`src/rtl/nrisc_run_controller.sv`:
```
// Run-control unit for the nRisc core: streams a program into instruction memory,
// pulses core reset, gates execution (free-run or single-step), and stops on halt or watchdog.
module nrisc_run_controller #(
  parameter int unsigned            ADDR_W      = 8,
  parameter int unsigned            INSTR_W     = 8,
  parameter logic [INSTR_W-1:0]     HALT_OPCODE = '0,
  parameter int unsigned            CNT_W       = 16,
  parameter int unsigned            MAX_CYCLES  = 0
) (
  input  logic               Clock,
  input  logic               Reset,
  input  logic               Start,
  input  logic               StepMode,
  input  logic               StepReq,
  input  logic               LoadValid,
  input  logic [INSTR_W-1:0] LoadData,
  input  logic               LoadLast,
  output logic               LoadReady,
  output logic               ImemWe,
  output logic [ADDR_W-1:0]  ImemAddr,
  output logic [INSTR_W-1:0] ImemWData,
  input  logic [ADDR_W-1:0]  PC,
  input  logic [INSTR_W-1:0] Instrucao,
  output logic               CoreReset,
  output logic               CoreEnable,
  output logic               Busy,
  output logic               Halted,
  output logic               TimedOut,
  output logic [ADDR_W-1:0]  StopPC,
  output logic [CNT_W-1:0]   CycleCount
);

  typedef enum logic [2:0] {
    S_IDLE, S_LOAD, S_CRST, S_RUN, S_HALTED, S_TIMEOUT
  } state_t;

  localparam logic [ADDR_W-1:0] PTR_MAX  = '1;
  localparam logic [CNT_W-1:0]  CNT_MAX  = '1;
  localparam logic [CNT_W-1:0]  WD_LAST  = CNT_W'(MAX_CYCLES - 1);
  localparam logic              WD_ON    = (MAX_CYCLES != 0);

  state_t             state, state_next;
  logic [ADDR_W-1:0]  ptr;
  logic               accept;
  logic               load_end;
  logic               start_ok;
  logic               halt_seen;
  logic               wd_hit;

  // Shared qualifiers: load acceptance, load termination, start acceptance, stop causes
  always_comb begin
    accept    = LoadValid & ((state == S_IDLE) | (state == S_LOAD));
    load_end  = accept & (LoadLast | (ptr == PTR_MAX));
    start_ok  = Start & (((state == S_IDLE) & ~LoadValid) |
                         (state == S_HALTED) | (state == S_TIMEOUT));
    halt_seen = (state == S_RUN) & (Instrucao == HALT_OPCODE);
    wd_hit    = WD_ON & CoreEnable & (CycleCount == WD_LAST);
  end

  // State register
  always_ff @(posedge Clock) begin
    if (Reset) state <= S_IDLE;
    else       state <= state_next;
  end

  // Next-state logic; in IDLE a concurrent load beats Start
  always_comb begin
    state_next = state;
    unique case (state)
      S_IDLE: begin
        if (accept)        state_next = load_end ? S_IDLE : S_LOAD;
        else if (start_ok) state_next = S_CRST;
      end
      S_LOAD:    if (load_end) state_next = S_IDLE;
      S_CRST:    state_next = S_RUN;
      S_RUN: begin
        if (halt_seen)   state_next = S_HALTED;
        else if (wd_hit) state_next = S_TIMEOUT;
      end
      S_HALTED, S_TIMEOUT: if (start_ok) state_next = S_CRST;
      default:   state_next = S_IDLE;
    endcase
  end

  // Combinational outputs; the halt instruction itself is never enabled
  always_comb begin
    LoadReady  = 1'b0;
    ImemWe     = 1'b0;
    ImemAddr   = ptr;
    ImemWData  = '0;
    CoreReset  = 1'b0;
    CoreEnable = 1'b0;
    Busy       = 1'b0;
    unique case (state)
      S_IDLE, S_LOAD: begin
        LoadReady = 1'b1;
        Busy      = (state == S_LOAD);
        ImemWe    = accept;
        if (accept) ImemWData = LoadData;
      end
      S_CRST: begin
        CoreReset = 1'b1;
        Busy      = 1'b1;
      end
      S_RUN: begin
        Busy       = 1'b1;
        CoreEnable = (Instrucao != HALT_OPCODE) & (~StepMode | StepReq);
      end
      default: ;
    endcase
  end

  // Load pointer, cycle counter and sticky stop status
  always_ff @(posedge Clock) begin
    if (Reset) begin
      ptr        <= '0;
      CycleCount <= '0;
      Halted     <= 1'b0;
      TimedOut   <= 1'b0;
      StopPC     <= '0;
    end else begin
      if (accept) ptr <= load_end ? '0 : ptr + ADDR_W'(1);
      if (start_ok) begin
        CycleCount <= '0;
        Halted     <= 1'b0;
        TimedOut   <= 1'b0;
        StopPC     <= '0;
      end else begin
        if (CoreEnable && CycleCount != CNT_MAX) CycleCount <= CycleCount + CNT_W'(1);
        if (halt_seen) begin
          Halted <= 1'b1;
          StopPC <= PC;
        end else if (wd_hit) begin
          TimedOut <= 1'b1;
          StopPC   <= PC;
        end
      end
    end
  end

endmodule

```
`config.mk`:
```
export PLATFORM = sky130hd
export DESIGN_NAME = nrisc_run_controller
export DESIGN_NICKNAME = d
export VERILOG_FILES = /design/src/rtl/nrisc_run_controller.sv
export SDC_FILE = /design/constraint.sdc
export NUM_CORES = 1
export LEC_CHECK = 0
export CORE_ASPECT_RATIO = 0.5
export CORE_MARGIN = 4
export CORE_UTILIZATION = 42
export DETAILED_ROUTE_END_ITERATION = 8
export PLACE_DENSITY = 0.8
export SYNTH_ARGS = -nofsm -noshare
export SYNTH_HDL_FRONTEND = slang
export SYNTH_SLANG_ARGS = --single-unit
```
`constraint.sdc`:
```
create_clock -name Clock -period 2.4 [get_ports Clock]
set_input_delay 0.36 -clock Clock [delete_from_list [all_inputs] [get_ports Clock]]
set_output_delay 0.36 -clock Clock [all_outputs]
set_load 0.005 [all_outputs]
```
Yosys cells after proc, flatten, opt, wreduce, memory -nomap -nowiden
Index checks and enable logic that the tools add are counted.

word-level totals
  register bits = 36
  latch bits = 0
  bits in writable memories = 0
  bits in read-only memories = 0
  input port bits = 31
  output and inout port bits = 47
  word-level logic and storage cells = 52
  memories = 0

operators by class
  add/subtract/negate cells = 2
  multiply operators = 0
  div/mod/pow operators = 0
  magnitude comparators = 0
  eq/ne operators = 9
  shift operators = 0
  muxes and demuxes = 14
  bitwise gates (word level) = 13
  reduce and logical (&&, ||, !) cells = 9

operators by type and width
  operator                                        count
  two-way mux 8 bit                               3
  adder 16 x 1 -> 16 bit (second input constant)  1
  != test 16 bit (second input constant)          1
  one-hot mux 3 bit (5 select lines)              1
  two-way mux 3 bit                               4
  adder 8 x 1 -> 8 bit (second input constant)    1
  == test 8 bit (second input constant)           1
  logical NOT 8 bit                               1
  nonzero test 8 bit                              1
  OR reduction 2 bit                              4
  AND 1 bit                                       6
  == test 3 x 2 -> 1 bit (second input constant)  2
  == test 3 bit (second input constant)           2
  two-way mux 1 bit                               5
  bitwise OR 1 bit                                5
  != test 2 bit (second input constant)           2
  == test 3 x 1 -> 1 bit (second input constant)  1
  logical NOT 3 bit                               1
  inverter 1 bit                                  2
  one-hot mux 1 bit (2 select lines)              1
  AND reduction 2 bit                             1
  logical AND 1 bit                               1

Depth between registers and ports, before layout
  depth in word-level cells = 8
  gate-level depth with buffers = 7
  mapped depth without buffers = 7

Least setup slack after synthesis
No wires, ideal clock.

  path type = reg-to-reg
  start point = register CycleCount[10]
  end point = register CycleCount[15]
  setup time = 0.070 ns
  arrival = 1.701 ns
  data required time = 2.330 ns
  path slack = 0.629 ns
  cell stages (with the launch flop) = 7
  cell sequence = dfxtp_1 -> and4_4 -> nor2b_4 -> buf_6 -> a211o_4 -> or4_1 -> a21oi_1

between the ends
  cells in the longest elaborated chain, start to end = 2
  elaborated cells on any way between the ends = 3
  classes of those cells = add/sub (1); eq/ne (1); reduce/logical (1)

ends and longest elaborated chain
  item                                                            RTL line  text
  start: declaration                                              30        output logic [CNT_W-1:0] CycleCount
  start signal: assignment                                        129       if (CoreEnable && CycleCount != CNT_MAX) CycleCount <= CycleCount + CNT_W'(1);
  branches (longest 2 deep; another with adder 16 x 1 -> 16 bit)  -

Several ways; the timed one is not identified.
A chain may end at the register's enable or synchronous reset.

Worst setup path in the final report
  start point = input Instrucao[1]
  end point = output CoreEnable

between the ends
  cells in the longest elaborated chain, start to end = 3

ends and longest elaborated chain
  item                RTL line  text
  start: declaration  23        input logic [INSTR_W-1:0] Instrucao,
  nonzero test 8 bit  107       CoreEnable = (Instrucao != HALT_OPCODE) & (~StepMode | StepReq);
  AND 1 bit           107
  two-way mux 1 bit   94        unique case (state)
  end: declaration    25        output logic CoreEnable,

No other way between the ends.

==> results_dict.tcl <==
set metrics [dict create \
    num_rows 16 \
    syn-num-nets 240 \
    drive_gt1_frac 0.0862 \
    stdcell_area_sq_um 2800 \
    path_clk_slew_ns 0.07 \
    netlist_instances 207 \
    cp_max_fo 2 \
    cts-root-buf "clkbuf_8" \
    switching_power_uw 329 \
    synth-main-ff-cell "dfxtp_1" \
    cts_max_level 2 \
    yosys.area.top_type_share 0.399 \
    syn2layout_area_growth_pct 55.1 \
    swShare 0.208 \
    placed_cell_area_sq_um 2640 \
    fin_crit_ns 2.23 \
    crit_path_end "CoreEnable" \
    met2WireLength_um 2470 \
    slew_violations 0 \
    numPortBuffers 76 \
    rr_worst_depth 6 \
    synthTopCellsByArea "dfxtp_1 40%, nor2_1 6.9%, mux2i_1 6.1%" \
    syn-cell-area_sq_um 1810 \
    first_iter_violations 54 \
    post_drt_via_cell_ratio 5.14 \
    dp_hpwl_um 3730 \
    track_usage 0.182 \
    nets 322 \
    worstReg2RegStart "state[1]" \
    grt_pass1_vias 1733 \
    fin_cells 344 \
    r2r_end "CycleCount[15]" \
    clkPwrFrac 0.474 \
    seqPwrFrac 0.394 \
    grt_first_pass_wirelength_um 7810 \
    grt-ovfl-total 0 \
    die_h_um 54.4 \
    min_period_over_period 0.928 \
    antenna_cells 0 \
    clk_path_buf_depth 2 \
    die_w_um 101 \
    leakagePower_nw 1.03 \
    highest_layer "met4" \
    worstMarginPinSlew_ns 0.620 \
    start_util 0.449 \
    synth_edf_count 0 \
    wl_per_cell_um 14.0 \
    synth.distinct_cells 45 \
    power.density_nw_per_um2 565 \
    ios 78 \
    clock_sinks 36 \
    arrival_ns 1.87 \
    p_comb_frac 0.133 \
    routedLengthMet1_um 2020 \
    worstSetupPathType "in -> out" \
    async_flop_share 0 \
    antenna_found_initial 0 \
    core_area_sq_um 4020 \
    die-area_sq_um 5480 \
    p_total_mw 1.58 \
    start_kind "input port" \
    fmax_ghz 0.449 \
    cts_tree "built" \
    hold_class "reg -> reg" \
    gp_congestion 0.903 \
    antenna_left 0 \
    synth_area_leader_cell "dfxtp_1" \
    ctsHoldBuffers 0 \
    ys_ff_latch 36 \
    ys_warn_count 0 \
    dp_cells 336 \
    cts_buffers 5 \
    ir_worst_vdd_v 0.000270 \
    crit_required_ns 2.04 \
    status "finished clean" \
    worstSetupEndpointType "primary output" \
    r2r_slack_ns 0.37 \
    drt-total-wl_um 4830 \
    cp-startpoint "Instrucao[1]" \
    final_util 0.697 \
    slew_headroom 0.583 \
    drv_cap 0 \
    setup_viol 0 \
    intPower_mw 1.25 \
    dr.pass1.iters 4 \
    seq_area_frac_synth 0.399 \
    clock-skew-final_ns 0.00477 \
    final_common_cell "clkdlybuf4s50_1" \
    final_hold_viol_count 0 \
    insertion_delay_ns 0.29 \
    mostFrequentLayoutCells "75 x clkdlybuf4s50_1, 36 x dfxtp_1, 33 x nor2_1" \
    grt_max_degree 24 \
    dr_wl_met3_um 314 \
    rsz0062_at_grt "no" \
    vias 1768 \
    avgSynthCellArea_sq_um 8.73 \
    drc 0 \
]
==> cells in the mapped netlist (2+ instances only) <==
library cell  number
a21oi_1            8
o31ai_1            2
o211ai_1           2
o21ai_0            4
inv_1              4
mux2i_1           11
clkbuf_1           3
a2111oi_0          3
dfxtp_1           36
ha_1               2
nor2b_1            3
or4_1              4
a211oi_1           2
nand3_1           10
or2b_1             2
and4_1             3
xnor2_1            9
o21bai_1           2
nor4_1             4
nand2_1           14
nor3_1             3
nor2_1            33
xor2_1             7
nand4_1            7
and2_1             9
==> final cells by class <==
class	instances	area [sq um]
clock buffers	5	68.8
clock inverters	3	90.1
fillers	330	1220
inverters	5	18.8
multi-input cells	160	1040
flip-flops and latches	36	721
well taps	54	67.6
repair buffers	81	797
==> worst max-delay path, stage by stage <==
cell	delay (ns)
clkdlybuf4s50_1	0.43
or4_4	0.55
o211ai_4	0.22
inv_2	0.05
dlygate4sd2_1	0.26
==> power by group through the flow <==
stage	sequential (mW)	clock [mW]	combinational (mW)
after floorplan	0.633	0	0.0831
after global placement	0.636	0	0.204
after detailed placement	0.636	0	0.209
after CTS	0.622	0.761	0.212
after global routing	0.625	0.788	0.230
final	0.623	0.750	0.210
==> layer usage <==
layer / vias up / global-route usage
met2: 49 / 0.350
li1: 898 / -
met4: 0 / 0.0268
met5: - / 0
met1: 818 / 0.197
met3: 3 / 0.0712
==> flip-flops by register name, indices dropped and copies added, names as in the netlist <==
register,flops
state,3
StopPC,8
CycleCount,16
ImemAddr,8
Halted,1
==> stage by stage <==
step           hold slack [ns]  TNS (ns)  worst slack [ns]
2_1_floorplan            0.429         0             0.629
3_3_place_gp             0.433   -0.0319           -0.0319
3_5_place_dp             0.445   -0.0569           -0.0569
4_1_cts                  0.457         0             0.122
5_1_grt                  0.491         0            0.0746
6_report                 0.455         0             0.172
==> logic make-up after synthesis <==
family,count (synthesis),synth area share
other cells,1,0.00208
buf+inv,11,0.0298
xor+xnor,16,0.0776
fa+ha+maj,2,0.0138
flops,36,0.399
simple gates,101,0.297
compound gates,29,0.120
mux,11,0.0609
==> worst min-delay path by stage <==
stage	from	endpoint	slack [ns]	depth (start not counted)
floorplan	Reset	state[2]	0.43	1
global placement	Halted	Halted	0.43	2
detailed placement	Halted	Halted	0.45	2
CTS	Halted	Halted	0.46	2
global route	Halted	Halted	0.49	2
finish	Halted	Halted	0.46	2
==> what timing repair did <==
| item | CTS | global route |
|---|---|---|
| buffers inserted | 0 | 0 |
| gates resized for setup | 3 | 1 |
| pin swaps | 1 | 0 |
| setup endpoints to repair | 1 | 2 |
Note: power is estimated with default switching activity, not from simulation.
==> edit, RTL diff (same flow settings) <==
Change the parameter `INSTR_W` from 8 to 9.
--- a/src/rtl/nrisc_run_controller.sv
+++ b/src/rtl/nrisc_run_controller.sv
@@ -2,7 +2,7 @@
 // pulses core reset, gates execution (free-run or single-step), and stops on halt or watchdog.
 module nrisc_run_controller #(
   parameter int unsigned            ADDR_W      = 8,
-  parameter int unsigned            INSTR_W     = 8,
+  parameter int unsigned            INSTR_W     = 9,
   parameter logic [INSTR_W-1:0]     HALT_OPCODE = '0,
   parameter int unsigned            CNT_W       = 16,
   parameter int unsigned            MAX_CYCLES  = 0
Ports: changed (resized ImemWData, Instrucao and LoadData); port bits go from 78 to 81. No check against the original RTL was run, so the function may have changed too.
==> edit against the unedited design <==
- sequential cell count is the same
- global-route usage grew 0.58 points
- clock skew is essentially flat
- via count grew 1.8%
- first-iteration DRC count shrank 17%
- largest power group unchanged
- final area grew 2.0%
- wire length grew 4.1%
- synthesized area shrank 1.2%
- setup slack lost 92 ps
- clock power is essentially flat
- total power shrank 0.37%
==> edit: results <==
[run_status]
outcome = completed

[global_route]
grt_pass1_vias = 1744
grt_max_degree = 17
grt_usage_pct = 18.8
grt_pass1_wl_um = 7960
antenna_found_initial = 0

[worst_hold_path]
hp-class = register to register

[power_and_ir_drop]
p_leak_nw = 1.12
ir_drop_v = 0.000251

[finish]
drive_above_1_share_pct = 9.00
nFillCells = 317
diodes = 0
top_register = CycleCount
instances_no_fill = 354
final_nets = 334

[synth]
syn_avg_cell_area_um2 = 8.54
netlist_top_cells_count = 39 x nor2_1, 36 x dfxtp_1, 12 x a21oi_1, 12 x nand4_1, 12 x xor2_1
synth_cell_types = 41
synth_warnings = 0
mappedNetlistNets = 244
synth.yosys.seq_area_share_pct = 40.4
synth_area_leaders = dfxtp_1 40%, nor2_1 8.2%, mux2i_1 6.2%
ys_async_sr_fraction_pct = 0

[clock_network]
numCtsBuffers = 5
clkTransAtPathRegs_ps = 80
ctsRootBufferMaster = clkbuf_8
insertion_delay_ps = 280
clock_path_buffers = 2
h-tree-depth = 2

[routing]
drt_first_pass_iters = 4
vias = 1799
drt_wl_total_um = 5030
drt_iter0_drc = 45

[timing]
clock-skew-final_ps = 4.64
worst_pin_slew_ps = 643

[place]
place_area_um2 = 2670
io_buffers = 79
place.gp.congestion = 0.796
place_inst = 343
dp_hpwl_um = 3790

[worst_setup_path]
cp_max_fo = 6
arrival_ps = 1960
[edit: cells by family after synthesis]
| family | Yosys count | share of synthesized area (%) |
|---|---|---|
| other | 1 | 0.210 |
| AOI/OAI and AO/OA | 24 | 8.34 |
| xor gates and xnor gates | 17 | 8.34 |
| buffers and inverters | 14 | 3.78 |
| adders and majority gates | 2 | 1.40 |
| muxes | 12 | 6.80 |
| DFF | 36 | 40.4 |
| and+or+nand+nor | 103 | 30.8 |
[edit: repair_timing]
item / 4_1_cts / 5_1_grt
buffers inserted: 0 / 3
resized for setup: 0 / 1
setup endpoints to repair: 0 / 4
[edit: area by class of cell]
class	count	area share, %
multi-input cells	159	35.1
clock inverters	3	3.15
clock buffers	5	2.41
repair buffers	92	31.1
well taps	54	2.36
inverters	5	0.657
flip-flops and latches	36	25.2
[edit: layer usage]
layer,GRT usage (%),vias to the layer above,part of all wire [%]
li1,-,909,-
met1,20.8,841,41
met2,37.1,43,54
met3,4.01,6,4.1
met4,5.37,0,0.91
met5,0,-,0
[edit: critical path: stages]
cell	delay [ps]
clkdlybuf4s50_1	430
nor4_2	310
buf_4	180
a31o_4	180
nor2_1	50
clkdlybuf4s50_1	450
[edit: worst paths after layout]
path	from	cells after the start	slack, ps	endpoint
max	Instrucao[7]	6	80	CoreEnable
min	Halted	2	460	Halted
max reg2reg	CycleCount[4]	6	310	CycleCount[13]
min reg2reg	Halted	2	460	Halted
[edit: where the power goes]
| part | total (mW) | internal [mW] | switching, mW |
|---|---|---|---|
| registers | 0.621 | 0.605 | 0.0157 |
| clock network | 0.747 | 0.520 | 0.227 |
| logic | 0.209 | 0.131 | 0.0780 |
[edit: metrics by stage]
step / TNS, ps / setup WS [ps] / hold WS (ps) / total power, mW / util [%]
after floorplan: 0 / 433 / 429 / 0.709 / -
final: 0 / 80.3 / 458 / 1.58 / 71.4
after detailed placement: -12.6 / -12.6 / 440 / 0.834 / 66.7
after global routing: -0.432 / -0.432 / 497 / 1.64 / 71.4
after global placement: 0 / 65.2 / 433 / 0.829 / 66.7
after CTS: 0 / 48.2 / 452 / 1.58 / 70.7
